## src/rtl/line_scan_seq_if.sv

```systemverilog
// Handshake/bus bundle between a scan controller and line_scan_seq.
// The master drives the scan requests; the slave (the sequencer) drives the line address and status.
interface line_scan_seq_if #(
    parameter int unsigned DWELL_W = 8
);
    logic               start;
    logic               stop;
    logic [DWELL_W-1:0] dwell;
    logic [31:0]        enable_mask;
    logic [4:0]         A;
    logic               line_valid;
    logic               busy;
    logic               scan_done;

    modport master (
        output start, stop, dwell, enable_mask,
        input  A, line_valid, busy, scan_done
    );

    modport slave (
        input  start, stop, dwell, enable_mask,
        output A, line_valid, busy, scan_done
    );
endinterface

```

## src/rtl/line_scan_seq.sv

```systemverilog
// Line address sequencer for dec5to32: visits each enabled line in ascending order, dwell+1 cycles each.
// Define LINE_SCAN_LOOP_EN to wrap continuously (scan_done marks each wrap) instead of a single pass.
module line_scan_seq #(
    parameter int unsigned DWELL_W = 8
) (
    input  logic           clk,
    input  logic           rst_n,
    line_scan_seq_if.slave bus
);
    typedef enum logic [1:0] {
        IDLE,
        SCAN,
        DONE
    } state_t;

    state_t             state;
    logic [31:0]        mask_q;
    logic [DWELL_W-1:0] dwell_q;
    logic [DWELL_W-1:0] cnt;
    logic [4:0]         a_q;
    logic               valid_q;
    logic               busy_q;
    logic               done_q;

    // Result is {found, index}: lowest set bit of m at or above position lo.
    function automatic logic [5:0] lowest_from(input logic [31:0] m, input logic [5:0] lo);
        logic [5:0] r;
        r = '0;
        for (int unsigned i = 0; i < 32; i++) begin
            if (!r[5] && m[i] && (i >= 32'(lo))) begin
                r = {1'b1, 5'(i)};
            end
        end
        return r;
    endfunction

    logic [5:0] first_in;
    logic [5:0] next_q;
`ifdef LINE_SCAN_LOOP_EN
    logic [5:0] first_q;
`endif

    always_comb begin
        first_in = lowest_from(bus.enable_mask, '0);
        // A+1 reaches 32 after line 31, so nothing is found and the scan never wraps to line 0
        next_q   = lowest_from(mask_q, {1'b0, a_q} + 6'd1);
`ifdef LINE_SCAN_LOOP_EN
        first_q  = lowest_from(mask_q, '0);
`endif
    end

    always_ff @(posedge clk or negedge rst_n) begin
        if (!rst_n) begin
            state   <= IDLE;
            mask_q  <= '0;
            dwell_q <= '0;
            cnt     <= '0;
            a_q     <= '0;
            valid_q <= 1'b0;
            busy_q  <= 1'b0;
            done_q  <= 1'b0;
        end else begin
            case (state)
                IDLE: begin
                    a_q     <= '0;
                    valid_q <= 1'b0;
                    busy_q  <= 1'b0;
                    done_q  <= 1'b0;
                    if (bus.start && !bus.stop) begin
                        mask_q  <= bus.enable_mask;
                        dwell_q <= bus.dwell;
                        cnt     <= bus.dwell;
                        busy_q  <= 1'b1;
                        if (first_in[5]) begin
                            state   <= SCAN;
                            a_q     <= first_in[4:0];
                            valid_q <= 1'b1;
                        end else begin
                            state  <= DONE;
                            done_q <= 1'b1;
                        end
                    end
                end
                SCAN: begin
                    done_q <= 1'b0;
                    if (bus.stop) begin
                        state   <= IDLE;
                        a_q     <= '0;
                        valid_q <= 1'b0;
                        busy_q  <= 1'b0;
                    end else if (cnt != '0) begin
                        cnt <= cnt - DWELL_W'(1);
                    end else if (next_q[5]) begin
                        a_q <= next_q[4:0];
                        cnt <= dwell_q;
                    end else begin
`ifdef LINE_SCAN_LOOP_EN
                        a_q     <= first_q[4:0];
                        valid_q <= first_q[5];
                        cnt     <= dwell_q;
                        done_q  <= 1'b1;
`else
                        state   <= DONE;
                        a_q     <= '0;
                        valid_q <= 1'b0;
                        done_q  <= 1'b1;
`endif
                    end
                end
                default: begin
                    state   <= IDLE;
                    a_q     <= '0;
                    valid_q <= 1'b0;
                    busy_q  <= 1'b0;
                    done_q  <= 1'b0;
                end
            endcase
        end
    end

    assign bus.A          = a_q;
    assign bus.line_valid = valid_q;
    assign bus.busy       = busy_q;
    assign bus.scan_done  = done_q;
endmodule
```

## src/flat_wrapper.sv

```systemverilog
// flat-port wrapper written by rule: the top's interface ports become plain ports
module line_scan_seq_flat 
#(
    parameter int unsigned DWELL_W = 8
)
  (clk, rst_n, bus_start, bus_stop, bus_dwell, bus_enable_mask, bus_A, bus_line_valid, bus_busy, bus_scan_done);
  line_scan_seq_if #(.DWELL_W(DWELL_W)) bus_i ();
  input  logic clk;
  input  logic rst_n;
  input wire logic [$bits(bus_i.start)-1:0] bus_start;
  input wire logic [$bits(bus_i.stop)-1:0] bus_stop;
  input wire logic [$bits(bus_i.dwell)-1:0] bus_dwell;
  input wire logic [$bits(bus_i.enable_mask)-1:0] bus_enable_mask;
  output wire logic [$bits(bus_i.A)-1:0] bus_A;
  output wire logic [$bits(bus_i.line_valid)-1:0] bus_line_valid;
  output wire logic [$bits(bus_i.busy)-1:0] bus_busy;
  output wire logic [$bits(bus_i.scan_done)-1:0] bus_scan_done;
  assign bus_i.start = bus_start;
  assign bus_i.stop = bus_stop;
  assign bus_i.dwell = bus_dwell;
  assign bus_i.enable_mask = bus_enable_mask;
  assign bus_A = bus_i.A;
  assign bus_line_valid = bus_i.line_valid;
  assign bus_busy = bus_i.busy;
  assign bus_scan_done = bus_i.scan_done;
  line_scan_seq #(.DWELL_W(DWELL_W)) u_core (.clk(clk), .rst_n(rst_n), .bus(bus_i));
endmodule
```

## config.mk

```make
export PLATFORM = sky130hd
export DESIGN_NAME = line_scan_seq_flat
export DESIGN_NICKNAME = d
export VERILOG_FILES = /design/src/rtl/line_scan_seq_if.sv /design/src/rtl/line_scan_seq.sv /design/src/flat_wrapper.sv
export SDC_FILE = /design/constraint.sdc
export NUM_CORES = 1
export LEC_CHECK = 0
export BUFFER_PORTS_ARGS = -buffer_cell sky130_fd_sc_hd__buf_2
export CELL_PAD_IN_SITES_DETAIL_PLACEMENT = 2
export CELL_PAD_IN_SITES_GLOBAL_PLACEMENT = 2
export CORE_MARGIN = 8
export CORE_UTILIZATION = 30
export CTS_CLUSTER_DIAMETER = 200
export CTS_CLUSTER_SIZE = 24
export DETAILED_ROUTE_END_ITERATION = 8
export GPL_ROUTABILITY_DRIVEN = 0
export PLACE_DENSITY = 0.68
export SYNTH_ARGS = -nofsm -noshare
export SYNTH_HDL_FRONTEND = slang
export SYNTH_SLANG_ARGS = --single-unit
```

## constraint.sdc

```tcl
create_clock -name clk -period 7.35 [get_ports clk]
set_input_delay 0.735 -clock clk [delete_from_list [all_inputs] [get_ports clk]]
set_output_delay 0.735 -clock clk [all_outputs]
set_load 0.02 [all_outputs]
```

==> PnR_summary.wiki, run 1 <==
{| class="wikitable"
! Metric !! Value
|-
| Finished Layout Cells || 793
|-
| Worst path arrival time || 4750 ps
|-
| Overall via count from detail_route || 4,544
|-
| Die span in y || 137 µm
|-
| Fill cell count || 1,726
|-
| ANT cells || 0
|-
| Kind of path behind the tightest hold check || flip-flop to flip-flop
|-
| Required time at the endpoint of the critical path || 7570 ps
|-
| Crit path time final || 4530 ps
|-
| Largest net degree at the start of global routing || 59
|-
| Synth top area cells || dfrtp_1 33%, nand2_1 12%, o21ai_0 3.9%
|-
| Post-synthesis to final-layout area growth || 15.6%
|-
| Input/output buffers || 51
|-
| Endpoint type of the worst setup path || flip-flop
|-
| Area leader, netlist || dfrtp_1
|-
| Dominant delay contributor by cell family on the critical path || simple AND/OR/NAND/NOR gates
|-
| Number of nets at the end of the flow || 652
|-
| Multiplexer area fraction after synthesis || 0.540%
|-
| Met2 track demand over resource in global routing || 31.4%
|-
| Gr usage total || 19.8%
|-
| Post-cts gate resize count || 0
|-
| Maximum single-stage delay on the critical path || 950 ps
|-
| Max_slew headroom || 28.8%
|-
| H-Tree Depth || 3
|-
| Core footprint || 14,400 µm²
|-
| Post-route cell area || 5090 µm²
|-
| GR met1 Demand/Resource || 26.2%
|-
| Adder and majority cell fraction of the synthesized area || 1.36%
|-
| Overall die width || 137 µm
|-
| Setup repair after global routing missed its margin || no
|-
| Clock buffer count from CTS || 9
|-
| Worst path depth || 9
|-
| Most used routing layer || met2
|-
| Fraction of synthesized cell area in xor and xnor cells || 1.19%
|-
| Classification of the worst setup path || flip-flop to flip-flop
|-
| Mean number of vias per cell || 5.73
|-
| Worst path bufs/invs || 0
|-
| Detailed-route DRC error count || 0
|-
| Insertion delay to the later sink of the worst-skew pair || 340 ps
|-
| # placed instances || 777
|-
| Synth Net Count || 612
|-
| Depth of the most critical reg-to-reg path || 9
|-
| Final cycle utilization of the critical path || 61.6%
|-
| Worst-path maximum fanout || 27
|-
| Register area || 1450 µm²
|-
| Max Clk Rate || 221 MHz
|-
| Library cell used as clock root buffer || clkbuf_16
|-
| Routed len/inst || 22.6 µm
|-
| Remaining number of nets flagged by the antenna check after routing || 0
|-
| Half-perimeter wire length after placement || 13,400 µm
|-
| Vias in the first global route || 5,069
|-
| Final worst clock skew || 9.70 ps
|-
| Sum of overflow across all layers after global routing || 0
|-
| Gate power share || 26.1%
|-
| Synthesized area per cell || 7.81 µm²
|-
| Initial antenna violation count || 0
|-
| Synth async-reset ratio || 100%
|-
| Number of sinks driven by the clock tree || 58
|-
| Reg clk slew, reported paths || 60 ps
|-
| Placement-stage cell area || 4760 µm²
|-
| Post-synthesis sequential area ratio || 33.0%
|-
| First-pass GRT wire length || 28,800 µm
|-
| Largest family of logic cells by synthesized area || simple AND/OR/NAND/NOR gates
|-
| Effective utilization at floorplan || 30.5%
|-
| Mapped cell area || 4400 µm²
|-
| Gate count of the mapped netlist || 564
|-
| Static Leak || 2.23 nW
|-
| Share of total power in sequential cells || 35.7%
|-
| Setup_tns || 0 ps
|-
| Hold Fails Final Rpt || 0
|-
| Cell at the slowest stage of the critical path || ha_1
|-
| Result of the run || finished clean
|-
| Number of enable flip-flop cells after synthesis || 0
|-
| Violation count after the first detailed-route iteration || 222
|-
| Chain of cells forming the critical path || ha_1, xnor2_1, or2_2, o21ai_0, a31o_2, nand4_4, nor4_4, a2111oi_1, a311o_1
|-
| Clock Tree Buf Depth || 2
|-
| Predominant post-synthesis flop cell || dfrtp_1
|-
| Total length of routed wires || 17,900 µm
|-
| Final setup vio count || 0
|-
| Clk pwr share || 38.2%
|-
| Area occupied by multi-input gates || 2700 µm²
|-
| Worst vdd ir || 0.000108 V
|-
| Hold_buf cts || 0
|-
| Share of the core filled with cells in the final layout || 35.3%
|-
| Synth Register Bits || 58
|-
| Overall die area || 18,800 µm²
|-
| Router iterations before antenna repair || 4
|-
| Post-Synth Simple-Gate Area || 31.5%
|-
| Transition time at the pin with the least slew margin || 1070 ps
|-
| Yosys warning count || 0
|-
| Library cells used by synthesis || 85
|-
| Compound-Gate Fraction of Synth Area || 26.5%
|-
| # rows || 44
|-
| Buffers inserted by post-CTS timing repair || 0
|-
| Design internal power || 820 µW
|-
| Pwr Density || 245 nW/µm²
|-
| Switch Pwr || 425 µW
|-
| # IOs || 52
|-
| Portion of synthesized cell area occupied by the leading cell type || 33.0%
|-
| TritonCTS clock tree || built
|-
| Count of maximum capacitance violations || 0
|-
| Nature of the critical path startpoint || flip-flop
|-
| Ratio of cells with drive above 1 in the final layout || 15.4%
|-
| Number of slew-limit violations in the final report || 0
|-
| Hold Path Stages || 2
|-
| Met3 track utilization from global routing || 3.23%
|-
| Switching part of the total || 34.1%
|}
## placed cells by master (no fill, tap or decap), types with 4 or more instances in the layout
master	n
a21boi_0	4
a21o_1	4
a21oi_1	33
a31oi_1	8
a32oi_1	5
and2_1	8
buf_2	51
buf_4	5
clkbuf_16	9
dfrtp_1	58
ha_1	4
inv_1	24
nand2_1	139
nand2b_1	8
nand3_1	20
nand3b_1	5
nand4_1	5
nor2_1	31
nor2b_1	5
nor3_1	12
nor3b_1	7
nor4_1	7
o211ai_1	7
o21a_1	4
o21ai_0	34
o221ai_1	5
o22ai_1	5
o31ai_1	4
o32a_1	5
xnor2_1	5
## power by group through the flow
| stage | Sequential, mW | Clock [mW] | Combinational, mW |
|---|---|---|---|
| 3_3_place_gp | 0.444 | 0 | 0.309 |
| 2_1_floorplan | 0.421 | 0 | 0.224 |
| 4_1_cts | 0.444 | 0.486 | 0.326 |
| 6_report | 0.445 | 0.476 | 0.325 |
| 5_1_grt | 0.453 | 0.495 | 0.364 |
| 3_5_place_dp | 0.449 | 0 | 0.322 |
## worst register-to-register path, stage by stage, from the launching register on
cell       delay [ps]
dfrtp_1           630
ha_1              960
xnor2_1           370
or2_2             420
o21ai_0           250
a31o_2            270
nand4_4           170
nor4_4            820
a2111oi_1         150
a311o_1           370
## layout make-up
| cell class | count | share of cell area, % |
|---|---|---|
| timing repair buffer | 56 | 5.75 |
| tap | 184 | 4.52 |
| clock buffer | 12 | 5.04 |
| inverter | 24 | 1.77 |
| sequential | 58 | 28.5 |
| clock inverter | 4 | 1.45 |
| multi-input combinational | 455 | 52.9 |
## routing by layer
metal / wire [µm] / part of all wire (%) / vias up
li1: - / - / 2130
met1: 8610 / 48 / 2295
met2: 8270 / 46 / 89
met3: 616 / 3.4 / 30
met4: 428 / 2.4 / 0
met5: 0 / 0 / -
## cell usage after synthesis, types with 8 or more instances
cell type and number:
nor2_1 31, nand2_1 139, dfrtp_1 58, and2_1 8, inv_1 24, nor3_1 12, a21oi_1 33, nand2b_1 8
clkbuf_1 12, a31oi_1 8, o21ai_0 34, nand3_1 20
## final timing paths
kind	slack, ps	to	from
worst max-delay path	2820	u_core.cnt[1]	u_core.bus.A[0]
worst min-delay path	470	u_core.dwell_q[3]	u_core.dwell_q[3]
worst max register to register	2820	u_core.cnt[1]	u_core.bus.A[0]
worst min register to register	470	u_core.dwell_q[3]	u_core.dwell_q[3]
max in group asynchronous	6240	u_core.mask_q[18]	rst_n
min in group asynchronous	570	u_core.mask_q[15]	rst_n
## metrics by stage
stage	power [mW]	hold slack [ps]	setup slack, ps
floorplan	0.645	437	4280
global placement	0.753	457	3200
detailed placement	0.771	458	2960
CTS	1.26	472	2910
global route	1.31	488	2590
finish	1.25	468	2820
## flip-flops by register name, summed over array words and instances, names as in the netlist
| signal | count |
|---|---|
| u_core.bus.line_valid | 1 |
| u_core.bus.A | 5 |
| u_core.mask_q | 32 |
| u_core.bus.busy | 1 |
| u_core.bus.scan_done | 1 |
| u_core.state | 2 |
| u_core.cnt | 8 |
| u_core.dwell_q | 8 |
## cells by family after synthesis
| logic type | Yosys count |
|---|---|
| adders and majority gates | 5 |
| muxes | 2 |
| and+or+nand+nor | 278 |
| AOI/OAI and AO/OA | 164 |
| xor gates and xnor gates | 6 |
| DFF | 58 |
| buffers and inverters | 51 |
(Power assumes the default switching activity.)
==> run 2, diff against run 1 <==
==> constraint.sdc (replaced) <==
create_clock -name clk -period 4.5 [get_ports clk]
set_input_delay 0.45 -clock clk [delete_from_list [all_inputs] [get_ports clk]]
set_output_delay 0.45 -clock clk [all_outputs]
set_load 0.02 [all_outputs]
==> run 2 against run 1 <==
Wire length shrank 1.9%; hold slack lost 370 ps; cell count up 0.76%; flip-flop and latch count unchanged; critical path depth rose by 1; total power up 51%; clock power up 32%; non-clock buffer count up 6; core utilization is 0.16 points lower; critical endpoint is now u_core.cnt[7]; largest cell class unchanged.
==> PnR_summary.wiki, run 2 (synthesized netlist as in run 1, its figures left out) <==
{| class="wikitable"
! Metric !! Value
|-
| Number of sinks driven by the clock tree || 58 (unchanged)
|-
| Insertion delay to the later sink of the worst-skew pair || 340 ps (about the same)
|-
| Library cell used as clock root buffer || clkbuf_16 (unchanged)
|-
| Final setup vio count || 0 (unchanged)
|-
| Biggest register || u_core.mask_q (unchanged)
|-
| Hold_buf cts || 0 (unchanged)
|-
| Die span in y || 137 µm (unchanged)
|-
| Max_slew headroom || 32.0% (was 28.8%)
|-
| Hold Fails Final Rpt || 0 (unchanged)
|-
| Worst-path maximum fanout || 27 (unchanged)
|-
| Nature of the critical path startpoint || flip-flop (unchanged)
|-
| Core footprint || 14,400 µm² (unchanged)
|-
| Post-cts gate resize count || 0 (unchanged)
|-
| Reg clk slew, reported paths || 60 ps (about the same)
|-
| Vias in the first global route || 4,917 (was 5,069)
|-
| Final worst clock skew || 14.6 ps (was 9.70 ps)
|-
| # IOs || 52 (unchanged)
|-
| Mean number of vias per cell || 5.66 (was 5.73)
|-
| Share of total power in sequential cells || 38.5% (was 35.7%)
|-
| Clk pwr share || 33.3% (was 38.2%)
|-
| Buffers inserted by post-CTS timing repair || 0 (unchanged)
|-
| Largest net degree at the start of global routing || 47 (was 59)
|-
| TritonCTS clock tree || built (unchanged)
|-
| Number of nets at the end of the flow || 658 (was 652)
|-
| Router iterations before antenna repair || 4 (unchanged)
|-
| Max Clk Rate || 257 MHz (was 221 MHz)
|-
| Capturing point of the worst reg2reg path || u_core.cnt[7] (was u_core.cnt[1])
|-
| Number of flip-flops under the largest register name || 32 (unchanged)
|-
| Total length of routed wires || 17,600 µm (was 17,900 µm)
|-
| Crit path time final || 3890 ps (was 4530 ps)
|-
| Overall die width || 137 µm (unchanged)
|-
| ANT cells || 0 (unchanged)
|-
| Switch Pwr || 692 µW (was 425 µW)
|-
| Detailed-route DRC error count || 0 (unchanged)
|-
| Share of the core filled with cells in the final layout || 35.1% (was 35.3%)
|-
| Ratio of cells with drive above 1 in the final layout || 16.3% (was 15.4%)
|-
| Required time at the endpoint of the critical path || 4760 ps (was 7570 ps)
|-
| Overall via count from detail_route || 4,521 (was 4,544)
|-
| Sum of overflow across all layers after global routing || 0 (unchanged)
|-
| Design internal power || 1.19 mW (was 820 µW)
|-
| Setup_tns || 0 ps (unchanged)
|-
| Number of slew-limit violations in the final report || 0 (unchanged)
|-
| H-Tree Depth || 3 (unchanged)
|-
| Post-synthesis to final-layout area growth || 15.1% (was 15.6%)
|-
| Half-perimeter wire length after placement || 13,400 µm (about the same)
|-
| Worst vdd ir || 0.000153 V (was 0.000108 V)
|-
| # rows || 44 (unchanged)
|-
| Final cycle utilization of the critical path || 86.5% (was 61.6%)
|-
| Clock buffer count from CTS || 9 (unchanged)
|-
| Classification of the worst setup path || flip-flop to flip-flop (unchanged)
|-
| Switching part of the total || 36.7% (was 34.1%)
|-
| Input/output buffers || 51 (unchanged)
|-
| Transition time at the pin with the least slew margin || 1020 ps (was 1070 ps)
|-
| Gr usage total || 19.3% (was 19.8%)
|-
| Pwr Density || 372 nW/µm² (was 245 nW/µm²)
|-
| Initial antenna violation count || 0 (unchanged)
|-
| Count of maximum capacitance violations || 0 (unchanged)
|-
| Violation count after the first detailed-route iteration || 179 (was 222)
|-
| Clock Tree Buf Depth || 2 (unchanged)
|-
| Worst flop-to-flop path startpoint || u_core.bus.A[0] (unchanged)
|-
| Depth of the most critical reg-to-reg path || 10 (was 9)
|-
| Endpoint type of the worst setup path || flip-flop (unchanged)
|-
| Kind of path behind the tightest hold check || primary input to async pin (was flip-flop to flip-flop)
|-
| Leading cell type in the layout, fill and taps excluded || nand2_1 (unchanged)
|-
| Most used cells in the layout excluding fill and tap cells || 139 x nand2_1, 58 x dfrtp_1, 51 x buf_2 (unchanged)
|-
| Setup repair after global routing missed its margin || no (unchanged)
|-
| Remaining number of nets flagged by the antenna check after routing || 0 (unchanged)
|-
| R2R Setup Slk || 610 ps (was 2820 ps)
|-
| Gate power share || 28.3% (was 26.1%)
|-
| Effective utilization at floorplan || 30.5% (unchanged)
|-
| Result of the run || finished clean (unchanged)
|-
| Regs by FF count || u_core.mask_q x32, u_core.cnt x8, u_core.dwell_q x8 (unchanged)
|-
| First-pass GRT wire length || 28,100 µm (was 28,800 µm)
|-
| Static Leak || 2.23 nW (about the same)
|-
| Routed len/inst || 22.0 µm (was 22.6 µm)
|-
| Worst path arrival time || 4150 ps (was 4750 ps)
|-
| Overall die area || 18,800 µm² (unchanged)
|}
==> run 2: metrics by stage <==
step	area (µm²)	hold WS [ps]	setup slack [ps]	power (mW)	cells
2_1_floorplan	4400	154	1430	1.05	564
3_3_place_gp	4800	455	820	1.24	783
3_5_place_dp	4800	468	686	1.26	783
4_1_cts	5070	112	677	1.90	799
5_1_grt	5070	145	405	2.00	799
6_report	5070	99.8	607	1.89	799
==> run 2: worst max-delay path by stage <==
| stage | start | endpoint | slack, ps | cells past startpoint |
|---|---|---|---|---|
| 6_report | u_core.bus.A[0] | u_core.cnt[7] | 610 | 10 |
| 5_1_grt | u_core.bus.A[0] | u_core.cnt[2] | 400 | 10 |
| 4_1_cts | u_core.bus.A[0] | u_core.cnt[2] | 680 | 10 |
| 3_5_place_dp | u_core.bus.A[0] | u_core.cnt[2] | 690 | 10 |
| 3_3_place_gp | u_core.bus.A[0] | u_core.cnt[2] | 820 | 10 |
| 2_1_floorplan | u_core.bus.A[0] | u_core.cnt[1] | 1430 | 11 |
==> run 2: power by group through the flow <==
| stage | clock network (mW) | logic, mW | registers (mW) |
|---|---|---|---|
| global route | 0.661 | 0.597 | 0.737 |
| floorplan | 0 | 0.366 | 0.688 |
| detailed placement | 0 | 0.532 | 0.731 |
| global placement | 0 | 0.512 | 0.727 |
| finish | 0.628 | 0.534 | 0.725 |
| CTS | 0.639 | 0.537 | 0.723 |
==> run 2: critical path, cell delays in order, from the launching register on <==
cell       delay [ps]
dfrtp_1           350
ha_1              830
a21boi_0          770
a21oi_1           160
o21ai_0           420
and4bb_4          340
nand4_4           130
nor4_4            100
buf_4             180
or3_1             380
a2bb2oi_1         150
==> run 2: per-layer routing <==
layer	vias to the layer above	part of all wire [%]	GRT usage, %
met2	84	46	30.6
li1	2144	-	-
met1	2268	48	26.0
met4	0	1.7	5.61
met5	-	0	0
met3	25	4.4	3.63
==> run 2: layout make-up <==
type | instances | area (µm²)
Sequential cell | 58 | 1450
Fill cell | 1677 | 9360
Clock inverter | 6 | 33.8
Clock buffer | 10 | 229
Multi-Input combinational cell | 455 | 2700
Tap cell | 184 | 230
Timing Repair Buffer | 62 | 338
Inverter | 24 | 90.1
